$ cat src/rtl/bcd_counter_7seg.sv
// Multi-digit BCD up/down counter with prescaled ticks, parallel load and a
// registered active-low seven-segment driver with optional leading-zero blanking.
module bcd_counter_7seg #(
  parameter int DIGITS   = 6,
  parameter int TICK_DIV = 50_000_000
) (
  input  logic                  clk,
  input  logic                  rst,
  input  logic                  en,
  input  logic                  up,
  input  logic                  load,
  input  logic [4*DIGITS-1:0]   load_val,
  input  logic                  blank_lz,
  output logic [4*DIGITS-1:0]   bcd,
  output logic [8*DIGITS-1:0]   hex,
  output logic                  carry,
  output logic                  load_err
);

  localparam int PW = (TICK_DIV > 1) ? $clog2(TICK_DIV) : 1;
  localparam logic [PW-1:0] PMAX = PW'(TICK_DIV - 1);

  logic [PW-1:0]       presc_q, presc_d;
  logic [4*DIGITS-1:0] bcd_q, bcd_d;
  logic [8*DIGITS-1:0] hex_q, hex_d;
  logic                carry_q, carry_d;
  logic                load_err_q, load_err_d;
  logic                tick;
  logic                prop;
  logic [3:0]          nib;
  logic                zrun;
  logic [3:0]          hnib;

  function automatic logic [7:0] seg7(input logic [3:0] d);
    case (d)
      4'd0:    seg7 = 8'hC0;
      4'd1:    seg7 = 8'hF9;
      4'd2:    seg7 = 8'hA4;
      4'd3:    seg7 = 8'hB0;
      4'd4:    seg7 = 8'h99;
      4'd5:    seg7 = 8'h92;
      4'd6:    seg7 = 8'h82;
      4'd7:    seg7 = 8'hF8;
      4'd8:    seg7 = 8'h80;
      4'd9:    seg7 = 8'h90;
      default: seg7 = 8'hFF;
    endcase
  endfunction

  always_comb begin
    tick       = en && (presc_q == PMAX);
    presc_d    = presc_q;
    bcd_d      = bcd_q;
    carry_d    = 1'b0;
    load_err_d = load_err_q;
    prop       = 1'b0;
    nib        = 4'd0;
    if (load) begin
      presc_d = '0;
      for (int i = 0; i < DIGITS; i++) begin
        nib = load_val[4*i +: 4];
        if (nib > 4'd9) begin
          bcd_d[4*i +: 4] = 4'd0;
          load_err_d      = 1'b1;
        end else begin
          bcd_d[4*i +: 4] = nib;
        end
      end
    end else begin
      if (en) presc_d = tick ? '0 : presc_q + 1'b1;
      if (tick) begin
        // prop carries the increment/borrow upward; still set after the top digit means wrap
        prop = 1'b1;
        for (int i = 0; i < DIGITS; i++) begin
          nib = bcd_q[4*i +: 4];
          if (prop) begin
            if (up) begin
              if (nib == 4'd9) bcd_d[4*i +: 4] = 4'd0;
              else begin
                bcd_d[4*i +: 4] = nib + 4'd1;
                prop            = 1'b0;
              end
            end else begin
              if (nib == 4'd0) bcd_d[4*i +: 4] = 4'd9;
              else begin
                bcd_d[4*i +: 4] = nib - 4'd1;
                prop            = 1'b0;
              end
            end
          end
        end
        carry_d = prop;
      end
    end
  end

  // Scan from the top digit down so zrun tracks "this and all higher digits are zero"
  always_comb begin
    hex_d = '1;
    zrun  = 1'b1;
    hnib  = 4'd0;
    for (int i = DIGITS - 1; i >= 0; i--) begin
      hnib = bcd_q[4*i +: 4];
      zrun = zrun && (hnib == 4'd0);
      if (blank_lz && (i != 0) && zrun) hex_d[8*i +: 8] = 8'hFF;
      else                              hex_d[8*i +: 8] = seg7(hnib);
    end
  end

  always_ff @(posedge clk or posedge rst) begin
    if (rst) begin
      presc_q    <= '0;
      bcd_q      <= '0;
      hex_q      <= '1;
      carry_q    <= 1'b0;
      load_err_q <= 1'b0;
    end else begin
      presc_q    <= presc_d;
      bcd_q      <= bcd_d;
      hex_q      <= hex_d;
      carry_q    <= carry_d;
      load_err_q <= load_err_d;
    end
  end

  assign bcd      = bcd_q;
  assign hex      = hex_q;
  assign carry    = carry_q;
  assign load_err = load_err_q;

endmodule

$ cat config.mk
export PLATFORM = sky130hd
export DESIGN_NAME = bcd_counter_7seg
export DESIGN_NICKNAME = d
export VERILOG_FILES = /design/src/rtl/bcd_counter_7seg.sv
export SDC_FILE = /design/constraint.sdc
export NUM_CORES = 1
export LEC_CHECK = 0
export ABC_CLOCK_PERIOD_IN_PS = 2770
export BUFFER_PORTS_ARGS = -buffer_cell sky130_fd_sc_hd__buf_2
export CORE_ASPECT_RATIO = 1.5
export CORE_MARGIN = 10
export CORE_UTILIZATION = 28
export DETAILED_ROUTE_END_ITERATION = 10
export SYNTH_ARGS = -nofsm -noshare
export SYNTH_HDL_FRONTEND = slang
export SYNTH_SLANG_ARGS = --single-unit
$ cat constraint.sdc
create_clock -name clk -period 2.77 [get_ports clk]
set_input_delay 0.1385 -clock clk [delete_from_list [all_inputs] [get_ports clk]]
set_output_delay 0.1385 -clock clk [all_outputs]
set_load 0.05 [all_outputs]
# Yosys cells after proc, flatten, opt, wreduce, memory -nomap -nowiden
# Memory sizes are Yosys's and may differ from the RTL's. A register that Yosys moved wholly into a read port is not among the register bits.
# Cells that the tools add are included.
[totals]
ff_bits = 100
romBits = 672
inputBits = 30
out_inout_bits = 74
mem_count = 6
[op_classes]
add_sub_neg = 13
n_lt_le_gt_ge = 6
n_eq_ne = 7
muxes = 80
reduce_logical = 30
[memory_table]
columns = ["memory", "depth", "width", "rd", "rd_clocked_by_memory_dff", "wr", "line_no", "text"]
rows = [
  ["(name not given)", 16, 7, 1, 0, 0, "35", "case (d)"],
  ["(name not given)", 16, 7, 1, 0, 0, "35", ""],
  ["(name not given)", 16, 7, 1, 0, 0, "35", ""],
  ["(name not given)", 16, 7, 1, 0, 0, "35", ""],
  ["(name not given)", 16, 7, 1, 0, 0, "35", ""],
  ["(name not given)", 16, 7, 1, 1, 0, "35", ""],
]
[ops]
columns = ["cell", "n"]
rows = [
  ["4-bit 2-to-1 mux", 29],
  ["26-bit 2-to-1 mux", 3],
  ["24-bit 2-to-1 mux", 2],
  ["1-bit 2-to-1 mux", 41],
  ["8-bit 2-to-1 mux", 5],
  ["26-bit by 1-bit adder with 26-bit output (second input constant)", 1],
  ["26-bit == test (second input constant)", 1],
  ["4-bit by 1-bit adder with 4-bit output (second input constant)", 6],
  ["4-bit == test (second input constant)", 6],
  ["4-bit > comparator (second input constant)", 6],
  ["4-bit zero test", 6],
  ["4-bit by 1-bit subtractor with 4-bit output (second input constant)", 6],
  ["2-bit nonzero test", 7],
  ["2-bit AND reduction", 6],
  ["1-bit logical AND", 10],
  ["6-bit nonzero test", 1],
]

# Longest topological paths before layout
# Gate-level depths: netlist of the first run.
[logic_depth]
depth_word = 20
ltp_mapped = 8
depth_no_buf = 7

# Worst setup path before layout of the first run
# No wires, ideal clock.
[synth_path]
path_type = "flip-flop to flip-flop"
startpoint = "register bcd_q[17] (netlist: bcd[17])"
endpoint = "register bcd_q[21] (netlist: bcd[21])"
setup_time_ns = 0.077
arrival_time_ns = 2.748
required_ns = 2.693
slack_ns = -0.054
stages_incl_launch_ff = 9
period_less_slack_ns = 2.824
path_cell_list = "dfrtp_1 -> clkbuf_1 -> inv_1 -> ha_1 -> or4b_1 -> a222oi_1 -> nor4b_4 -> mux2_2 -> o21ai_1"
[synth_between]
elab_chain_len = 8
elab_cells_between_ends = 10
[synth_lines]
columns = ["element", "line_no", "text"]
rows = [
  ["start, declared", "24", "logic [4*DIGITS-1:0] bcd_q, bcd_d;"],
  ["start signal, assigned", "113", "bcd_q <= '0;"],
  ["start signal, assigned", "119", "bcd_q <= bcd_d;"],
  ["4-bit == test / 4-bit zero test (equally long branches)", "78, 84", ""],
  ["1-bit 2-to-1 mux (on tied branches)", "78, 84", ""],
  ["1-bit 2-to-1 mux (*)", "77", "if (up) begin"],
  ["1-bit 2-to-1 mux (*)", "76", "if (prop) begin"],
  ["1-bit 2-to-1 mux (*)", "71", "if (tick) begin"],
  ["1-bit 2-to-1 mux (*)", "58", "if (load) begin"],
  ["2-bit nonzero test (no source line) (*)", "-", ""],
  ["2-bit AND reduction (no source line) (*)", "-", ""],
]
# Every way passes the cells marked *; elsewhere a longest branch is shown, timed or not. The select of a mux whose other input is x is not followed.
# A chain may end at the register's enable or synchronous reset.

# Worst setup path in the final report of the first run
[layout_path]
startpoint = "register presc_q[0]"
endpoint = "register bcd_q[21] (netlist: bcd[21])"
[layout_between]
elab_chain_len = 4
[layout_lines]
columns = ["element", "line_no", "text"]
rows = [
  ["start, declared", "23", "logic [PW-1:0] presc_q, presc_d;"],
  ["start signal, assigned", "118", "presc_q <= presc_d;"],
  ["26-bit == test", "51", "tick = en && (presc_q == PMAX);"],
  ["1-bit logical AND", "51", ""],
  ["2-bit nonzero test (no source line)", "-", ""],
  ["2-bit AND reduction (no source line)", "-", ""],
]
# Every way passes these cells.

==> results.sh, run 1 <==
export IMPL_startpoint_of_the_tightest_hold_check_path="load_val[13]"
export IMPL_worst_slew_pin_slew_ps=667
export IMPL_share_seq_of_total_power_pct=37.4
export IMPL_report_final_hold_viol_count=0
export IMPL_power_share_switching_pct=37.3
export IMPL_grt_met1_usage_pct=13.8
export IMPL_maximum_number_of_pins_on_one_net_before_global_route_repair=41
export IMPL_post_drt_wl_per_cell_um=16.8
export IMPL_synth_yosys_seq_area_share_pct=39.6
export IMPL_dr_pass1_iters=5
export IMPL_timing_clock_skew_ps=14.4
export IMPL_clk_latency_ps=360
export IMPL_rsz0062_at_grt="no"
export IMPL_grt_pass1_wl_mm=29.3
export IMPL_power_frac_comb_pct=32.0
export IMPL_remaining_drc_errors=0
export IMPL_yosys_warnings=0
export IMPL_worst_setup_hold_path_clk_slew_ps=80
export IMPL_nets=861
export IMPL_post_synth_edffs=0
export IMPL_classification_of_the_worst_slack_hold_path="input pin to register"
export IMPL_cts_resized=0
export IMPL_cts_tree="yes"
export IMPL_number_of_global_route_vias_before_repair=5532
export IMPL_first_iter_violations=397
export IMPL_num_vias=5480
export IMPL_use_met2_pct=22.1
export IMPL_grtUsageTotal_pct=12.6
export IMPL_flow_area_growth_from_synthesis_pct=22.1
export IMPL_critPathRequiredTime_ps=3060
export IMPL_placement_rows=65
export IMPL_viasPerCell=5.08
export IMPL_timing_setup_critical_path_class="register to register"
export IMPL_post_cts_setup_buffers=0
export IMPL_antenna_found_initial=5
export IMPL_max_cap_violations=0
export IMPL_vdd_drop_max_uv=271
export IMPL_run_status="completed"
export IMPL_dp_hpwl_mm=13.8
export IMPL_floorplan_io_pins=104
export IMPL_holdPathEnd="bcd[13]$_DFFE_PP0P_"
export IMPL_cp_arrival_ps=2840
export IMPL_p_clk_share_pct=30.6
export IMPL_global_route_usage_met3_pct=3.60
export IMPL_crit_path_max_fanout=6
export IMPL_yosysUniqueCellTypes=66
export IMPL_max_slew_margin_pct=55.5
export IMPL_drive_gt1_share_pct=26.2
export IMPL_power_leakage_nw=3.24
export IMPL_routabilityCongestion=0.863
export IMPL_rrSetupSlack_ps=220
export IMPL_worstRegToRegCells=6
export IMPL_initial_utilization_pct=28.6
export IMPL_dominantRegCellSynth="sky130_fd_sc_hd__dfrtp_1"
export IMPL_global_route_peak_usage_layer="met2"
export IMPL_cts_htree_levels=3
export IMPL_yosys_register_bits=94
export IMPL_chipHeight_um=200
export IMPL_core_area_um2=21200
export IMPL_syn_cell_area_um2=6070
export IMPL_max_freq_mhz=392
export IMPL_tritoncts_num_buffers=9
export IMPL_min_period_over_period_pct=92.0
export IMPL_rr_startpoint="presc_q[0]$_DFFE_PP0P_"
export IMPL_report_final_slew_viol_count=0
export IMPL_fin_tns_setup_ps=0
export IMPL_power_switching_w=0.00162
export IMPL_grt_overflow=0
export IMPL_register_area_um2=2410
export IMPL_fp_dieArea_um2=28100
export IMPL_synth_async_sr_flop_share_pct=100
export IMPL_num_fill_cells=2152
export IMPL_finalInstanceArea_um2=7410
export IMPL_timing_critical_path_to_type="register"
export IMPL_wirelength_mm=18.1
export IMPL_detailed_place_area_um2=7040
export IMPL_setup_viol=0
export IMPL_cts_root_buffer="sky130_fd_sc_hd__clkbuf_16"
export IMPL_cts_sinks=94
export IMPL_worstReg2RegEnd="bcd[21]$_DFFE_PP0P_"
export IMPL_syn_area_per_cell_um2=8.83
export IMPL_cp_start_kind="register"
export IMPL_post_synth_inst_count=687
export IMPL_ctsLongestPathBuffers=2
export IMPL_floorplan_die_width_um=140
export IMPL_hold_depth=3
export IMPL_place_port_buffers=97
export IMPL_period_minus_slack_ps=2550
export IMPL_detail_route_antenna_nets=0
export IMPL_power_per_cell_area_nw_per_um2=586
export IMPL_multi_input_area_um2=3380
export IMPL_power_report_internal_total_w=0.00272
## Yosys cell counts, types with 6 or more instances
cell type	number	area share (%)
sky130_fd_sc_hd__a21oi_1	39	3.2
sky130_fd_sc_hd__o22ai_1	6	0.62
sky130_fd_sc_hd__xnor2_1	10	1.4
sky130_fd_sc_hd__nand4_1	16	1.6
sky130_fd_sc_hd__o311ai_0	6	0.87
sky130_fd_sc_hd__clkbuf_1	31	1.9
sky130_fd_sc_hd__nor2b_1	6	0.62
sky130_fd_sc_hd__nand3b_1	6	0.74
sky130_fd_sc_hd__dfstp_2	42	18
sky130_fd_sc_hd__nand2_1	48	3.0
sky130_fd_sc_hd__o21ai_0	55	4.5
sky130_fd_sc_hd__o211ai_1	10	1.2
sky130_fd_sc_hd__nor2_1	75	4.6
sky130_fd_sc_hd__inv_1	26	1.6
sky130_fd_sc_hd__and3_1	9	0.93
sky130_fd_sc_hd__nor3_1	12	0.99
sky130_fd_sc_hd__o31ai_1	7	0.87
sky130_fd_sc_hd__dfrtp_1	52	21
sky130_fd_sc_hd__nand3_1	38	3.1
sky130_fd_sc_hd__o21ai_1	10	0.82
sky130_fd_sc_hd__mux2i_1	14	2.3
sky130_fd_sc_hd__nor3b_1	7	0.87
sky130_fd_sc_hd__nand2b_1	17	1.8
sky130_fd_sc_hd__xor2_1	21	3.0
sky130_fd_sc_hd__buf_4	6	0.74
sky130_fd_sc_hd__nor4b_1	6	0.87
sky130_fd_sc_hd__ha_1	31	6.4
## worst max-delay path by stage
| stage | cells after the start | startpoint | endpoint | slack (ps) |
|---|---|---|---|---|
| after floorplan | 1 | rst | bcd[17]$_DFFE_PP0P_ | 40 |
| after global placement | 6 | presc_q[0]$_DFFE_PP0P_ | bcd[22]$_DFFE_PP0P_ | 260 |
| after detailed placement | 6 | presc_q[0]$_DFFE_PP0P_ | bcd[21]$_DFFE_PP0P_ | 210 |
| after CTS | 6 | presc_q[0]$_DFFE_PP0P_ | bcd[21]$_DFFE_PP0P_ | 190 |
| after global routing | 6 | presc_q[0]$_DFFE_PP0P_ | bcd[21]$_DFFE_PP0P_ | 30 |
| final | 6 | presc_q[0]$_DFFE_PP0P_ | bcd[21]$_DFFE_PP0P_ | 220 |
## worst max-delay path, cell delays in order, from the launching register on
cell	delay, ps
sky130_fd_sc_hd__dfrtp_1	380
sky130_fd_sc_hd__ha_1	190
sky130_fd_sc_hd__nand3_1	180
sky130_fd_sc_hd__or4_1	730
sky130_fd_sc_hd__nor4b_4	510
sky130_fd_sc_hd__mux2_2	380
sky130_fd_sc_hd__o21ai_1	120
## area by class of cell
class | instances | share of cell area, %
Tap cell | 268 | 4.53
Antenna cell | 5 | 0.169
Multi-Input combinational cell | 528 | 45.6
Timing Repair Buffer | 140 | 11.6
Sequential cell | 94 | 32.5
Clock buffer | 12 | 3.46
Clock inverter | 4 | 0.743
Inverter | 27 | 1.40
## stage by stage
stage | std cells | hold slack (ps) | setup slack, ps | power (W) | util [%]
after floorplan | 692 | 247 | 36.4 | 0.00266 | -
after detailed placement | 1053 | 218 | 205 | 0.00304 | 33.2
after CTS | 1073 | 6.35 | 186 | 0.00439 | 34.8
after global routing | 1076 | 24.8 | 26.2 | 0.00456 | 34.9
final | 1078 | 13.9 | 221 | 0.00434 | 34.9
after global placement | 1053 | 221 | 262 | 0.00303 | 33.2
## routing by layer
metal  vias to the layer above  share of wire (%)  routed length [µm]
met5                         -                  0                   0
met4                         0                2.4                 435
met3                        25                5.5                 995
met2                       132                 52                9460
met1                      2633                 40                7230
li1                       2690                  -                   -
## kinds of logic after synthesis
kind of cell / share of synthesized area, %
muxes: 2.87
DFF: 39.6
xor gates and xnor gates: 4.48
and+or+nand+nor: 24.1
other: 0.0618
AOI/OAI and AO/OA: 17.5
buffers and inverters: 4.95
adders and majority gates: 6.39
## placed cells by master, fill, tap and decap left out, types with 9 or more instances in the layout
| master | synthesis | final |
|---|---|---|
| sky130_fd_sc_hd__mux2i_1 | 14 | 14 |
| sky130_fd_sc_hd__dfrtp_1 | 52 | 51 |
| sky130_fd_sc_hd__o211ai_1 | 10 | 10 |
| sky130_fd_sc_hd__a21oi_1 | 39 | 39 |
| sky130_fd_sc_hd__and3_1 | 9 | 9 |
| sky130_fd_sc_hd__o21ai_0 | 55 | 55 |
| sky130_fd_sc_hd__nor3_1 | 12 | 12 |
| sky130_fd_sc_hd__buf_4 | 6 | 36 |
| sky130_fd_sc_hd__nand3_1 | 38 | 38 |
| sky130_fd_sc_hd__clkbuf_16 | 0 | 9 |
| sky130_fd_sc_hd__xnor2_1 | 10 | 10 |
| sky130_fd_sc_hd__nor2_1 | 75 | 75 |
| sky130_fd_sc_hd__ha_1 | 31 | 31 |
| sky130_fd_sc_hd__dfstp_2 | 42 | 42 |
| sky130_fd_sc_hd__xor2_1 | 21 | 21 |
| sky130_fd_sc_hd__nand2b_1 | 17 | 17 |
| sky130_fd_sc_hd__buf_2 | 0 | 97 |
| sky130_fd_sc_hd__nand4_1 | 16 | 16 |
| sky130_fd_sc_hd__nand2_1 | 48 | 48 |
| sky130_fd_sc_hd__inv_1 | 26 | 25 |
| sky130_fd_sc_hd__o21ai_1 | 10 | 10 |
## state kept, by name, summed over array words and instances (netlist names)
name      flops
hex          42
presc_q      26
bcd          24
carry         1
load_err      1
## what timing repair did
action                     CTS  global route
hold endpoints to repair    34             0
hold buffers                 4             0
setup endpoints to repair    0             0
## power groups by stage
stage	Clock (W)	Sequential [W]	Combinational (W)
after floorplan	0	0.00215	0.000512
after global placement	0	0.00164	0.00139
after detailed placement	0	0.00165	0.00139
after CTS	0.00136	0.00162	0.00140
after global routing	0.00142	0.00164	0.00151
final	0.00133	0.00162	0.00139
Power figures use the tool's default switching activity.
==> inputs of run 2 (changes only) <==
Settings changed: ABC_AREA set to 1, CORE_UTILIZATION 28 to 50, PLACE_DENSITY set to 0.72.
==> results.sh, run 2 <==
export IMPL_yosysTopAreaCellShare_pct=21.2
export IMPL_syn_cell_area_um2=6140
export IMPL_cts_htree_levels=3
export IMPL_worstPathCellList="ha_1 > nand2_2 > nor3_4 > nand4_4 > nand2_2 > nand2_2 > nand2_1 > nand2_1"
export IMPL_initial_utilization_pct=51.1
export IMPL_power_leakage_nw=3.51
export IMPL_post_cts_setup_buffers=0
export IMPL_detail_route_antenna_nets=0
export IMPL_report_final_hold_viol_count=0
export IMPL_routabilityCongestion=0.975
export IMPL_remaining_drc_errors=0
export IMPL_floorplan_io_pins=104
export IMPL_vdd_drop_max_uv=485
export IMPL_cts_resized=0
export IMPL_cp_num_buf_inv=0
export IMPL_syn_area_per_cell_um2=7.39
export IMPL_worstReg2RegEnd="bcd[16]$_DFFE_PP0P_"
export IMPL_timing_clock_skew_ps=6.42
export IMPL_critPathRequiredTime_ps=3010
export IMPL_dr_pass1_iters=5
export IMPL_report_final_slew_viol_count=0
export IMPL_post_layout_nonfiller_instances=1077
export IMPL_dp_hpwl_mm=12.8
export IMPL_max_freq_mhz=476
export IMPL_max_slew_margin_pct=56.0
export IMPL_path_delay_family="simple AND/OR/NAND/NOR gates"
export IMPL_worst_hold_slack_ps=112
export IMPL_max_cap_violations=0
export IMPL_power_frac_comb_pct=40.6
export IMPL_ctsLongestPathBuffers=2
export IMPL_finish_utilization_pct=58.2
export IMPL_num_fill_cells=1162
export IMPL_p_clk_share_pct=23.3
export IMPL_classification_of_the_worst_slack_hold_path="input pin to register"
export IMPL_post_synth_edffs=0
export IMPL_nets=980
export IMPL_worst_slew_pin_slew_ps=661
export IMPL_cts_root_buffer="sky130_fd_sc_hd__clkbuf_16"
export IMPL_cts_sinks=94
export IMPL_flow_area_growth_from_synthesis_pct=13.9
export IMPL_cpMostUsedCell="sky130_fd_sc_hd__nand2_2"
export IMPL_most_frequent_standard_cell_in_the_layout_excluding_fill_and_tap_cells="sky130_fd_sc_hd__nand2_1"
export IMPL_yosys_register_bits=94
export IMPL_timing_critical_path_to_type="register"
export IMPL_yosysUniqueCellTypes=45
export IMPL_register_area_um2=2400
export IMPL_max_reg_flops=42
export IMPL_worst_setup_hold_path_clk_slew_ps=60
export IMPL_cp_arrival_ps=2340
export IMPL_post_drt_wl_per_cell_um=15.3
export IMPL_rsz0062_at_grt="no"
export IMPL_number_of_global_route_vias_before_repair=5878
export IMPL_fin_tns_setup_ps=0
export IMPL_share_seq_of_total_power_pct=36.1
export IMPL_antenna_cells=0
export IMPL_hold_depth=3
export IMPL_grt_overflow=0
export IMPL_wirelength_mm=16.5
export IMPL_yosys_warnings=0
export IMPL_rr_startpoint="presc_q[0]$_DFFE_PP0P_"
export IMPL_synth_yosys_seq_area_share_pct=39.1
export IMPL_viasPerCell=5.28
export IMPL_synth_area_leaders="sky130_fd_sc_hd__dfrtp_1 21%, sky130_fd_sc_hd__dfstp_2 18%, sky130_fd_sc_hd__nand2_1 13%, sky130_fd_sc_hd__nand3_1 6.7%, sky130_fd_sc_hd__ha_1 6.3%"
export IMPL_first_iter_violations=324
export IMPL_clk_latency_ps=350
export IMPL_min_period_over_period_pct=75.8
export IMPL_crit_slowest_cell="sky130_fd_sc_hd__nand2_2"
export IMPL_cts_hold_buffers_added=1
export IMPL_dpl_cell_count=1060
export IMPL_placement_rows=49
export IMPL_layout_cells_most_common_list="211 x sky130_fd_sc_hd__nand2_1, 97 x sky130_fd_sc_hd__buf_2, 96 x sky130_fd_sc_hd__inv_1"
export IMPL_synth_async_sr_flop_share_pct=100
export IMPL_chipHeight_um=156
export IMPL_startpoint_of_the_tightest_hold_check_path="load_val[3]"
export IMPL_setup_slack_ps=670
export IMPL_dominantRegCellSynth="sky130_fd_sc_hd__dfrtp_1"
export IMPL_maximum_number_of_pins_on_one_net_before_global_route_repair=59
export IMPL_floorplan_die_width_um=111
export IMPL_num_vias=5684
export IMPL_crit_path_max_fanout=29
export IMPL_drive_gt1_share_pct=21.5
export IMPL_timing_setup_critical_path_class="register to register"
export IMPL_place_port_buffers=97
export IMPL_antenna_found_initial=0
export IMPL_core_area_um2=12000
export IMPL_rrSetupSlack_ps=670
export IMPL_holdPathEnd="bcd[3]$_DFFE_PP0P_"
export IMPL_synth_largest_area_cell="sky130_fd_sc_hd__dfrtp_1"
export IMPL_worstRegToRegCells=8
export IMPL_run_status="completed"
export IMPL_multi_input_area_um2=3180
export IMPL_power_per_cell_area_nw_per_um2=767
export IMPL_synth_top_cells_by_count="211 x sky130_fd_sc_hd__nand2_1, 97 x sky130_fd_sc_hd__inv_1, 82 x sky130_fd_sc_hd__nand3_1"
export IMPL_synthMostInstantiatedCell="sky130_fd_sc_hd__nand2_1"
export IMPL_period_minus_slack_ps=2100
export IMPL_tritoncts_num_buffers=9
export IMPL_grt_pass1_wl_mm=27.7
export IMPL_power_switching_w=0.00239
export IMPL_setup_viol=0
export IMPL_post_synth_inst_count=831
export IMPL_power_share_switching_pct=44.5
export IMPL_grtUsageTotal_pct=19.0
export IMPL_cts_tree="yes"
export IMPL_power_report_internal_total_w=0.00298
export IMPL_cp_start_kind="register"
export IMPL_max_stage_delay_ps=500
export IMPL_fp_dieArea_um2=17200
export IMPL_pre_cts_slack_ps=712
## run 2: cell count changes after synthesis, sizes merged, moves of 7 or more
cell,delta
nand2,+173
nand3,+46
a21oi,-23
nor4b,-7
nor2,+18
and3,-9
clkbuf,-26
mux2i,-14
xor2,-13
o21ai,+16
inv,+76
nand2b,-17
buf,+11
## run 2: cells by family (layout without fill, tap and decap cells)
group	count (synthesis)	in the layout	synth area share (%)
AO/OA/AOI/OAI	122	122	11.2
XOR/XNOR	13	13	1.85
adder cells (fa/ha/maj)	31	31	6.31
buffers and inverters	133	221	9.45
flip-flops	94	94	39.1
other	1	6	0.0610
AND/OR/NAND/NOR	437	437	32.0
## run 2: worst max-delay path by stage
stage | start | end | slack, ps | cells past startpoint
final | presc_q[0]$_DFFE_PP0P_ | bcd[16]$_DFFE_PP0P_ | 670 | 8
after global routing | presc_q[0]$_DFFE_PP0P_ | bcd[18]$_DFFE_PP0P_ | 430 | 8
after CTS | presc_q[0]$_DFFE_PP0P_ | bcd[16]$_DFFE_PP0P_ | 680 | 8
after detailed placement | presc_q[0]$_DFFE_PP0P_ | bcd[16]$_DFFE_PP0P_ | 710 | 8
after global placement | bcd[16]$_DFFE_PP0P_ | hex[9]$_DFF_PP1_ | 750 | 8
after floorplan | rst | bcd[0]$_DFFE_PP0P_ | 250 | 1
## run 2: tightest hold or removal path: cells and delay by family
kind	cells	cell delay [ps]
buf+inv	1	100
simple gates	2	190
## run 2: metrics by stage
| stage | cell area [µm²] | power [W] |
|---|---|---|
| 5_1_grt | 7000 | 0.00565 |
| 4_1_cts | 7000 | 0.00540 |
| 6_report | 7000 | 0.00537 |
| 2_1_floorplan | 6160 | 0.00366 |
| 3_3_place_gp | 6680 | 0.00414 |
| 3_5_place_dp | 6680 | 0.00415 |
## run 2: per-layer routing
| layer | wire length, µm | GRT usage (%) | vias up |
|---|---|---|---|
| met5 | 0 | 0 | - |
| met4 | 390 | 7.96 | 0 |
| met3 | 644 | 3.16 | 29 |
| met2 | 8920 | 36.0 | 142 |
| met1 | 6570 | 20.4 | 2656 |
| li1 | - | - | 2857 |
## run 2: power by group through the flow
| stage | Combinational [W] | Clock, W | Sequential (W) |
|---|---|---|---|
| after global placement | 0.00218 | 0 | 0.00196 |
| after floorplan | 0.000842 | 0 | 0.00282 |
| after CTS | 0.00219 | 0.00127 | 0.00194 |
| after global routing | 0.00235 | 0.00132 | 0.00198 |
| final | 0.00218 | 0.00125 | 0.00194 |
| after detailed placement | 0.00219 | 0 | 0.00196 |
## run 2: area by class of cell
| class | count | area share, % |
|---|---|---|
| clock buffer | 13 | 4.02 |
| clock inverter | 3 | 0.358 |
| multi-input combinational | 609 | 45.4 |
| sequential | 94 | 34.4 |
| tap | 153 | 2.74 |
| inverter | 105 | 5.67 |
| timing repair buffer | 100 | 7.47 |
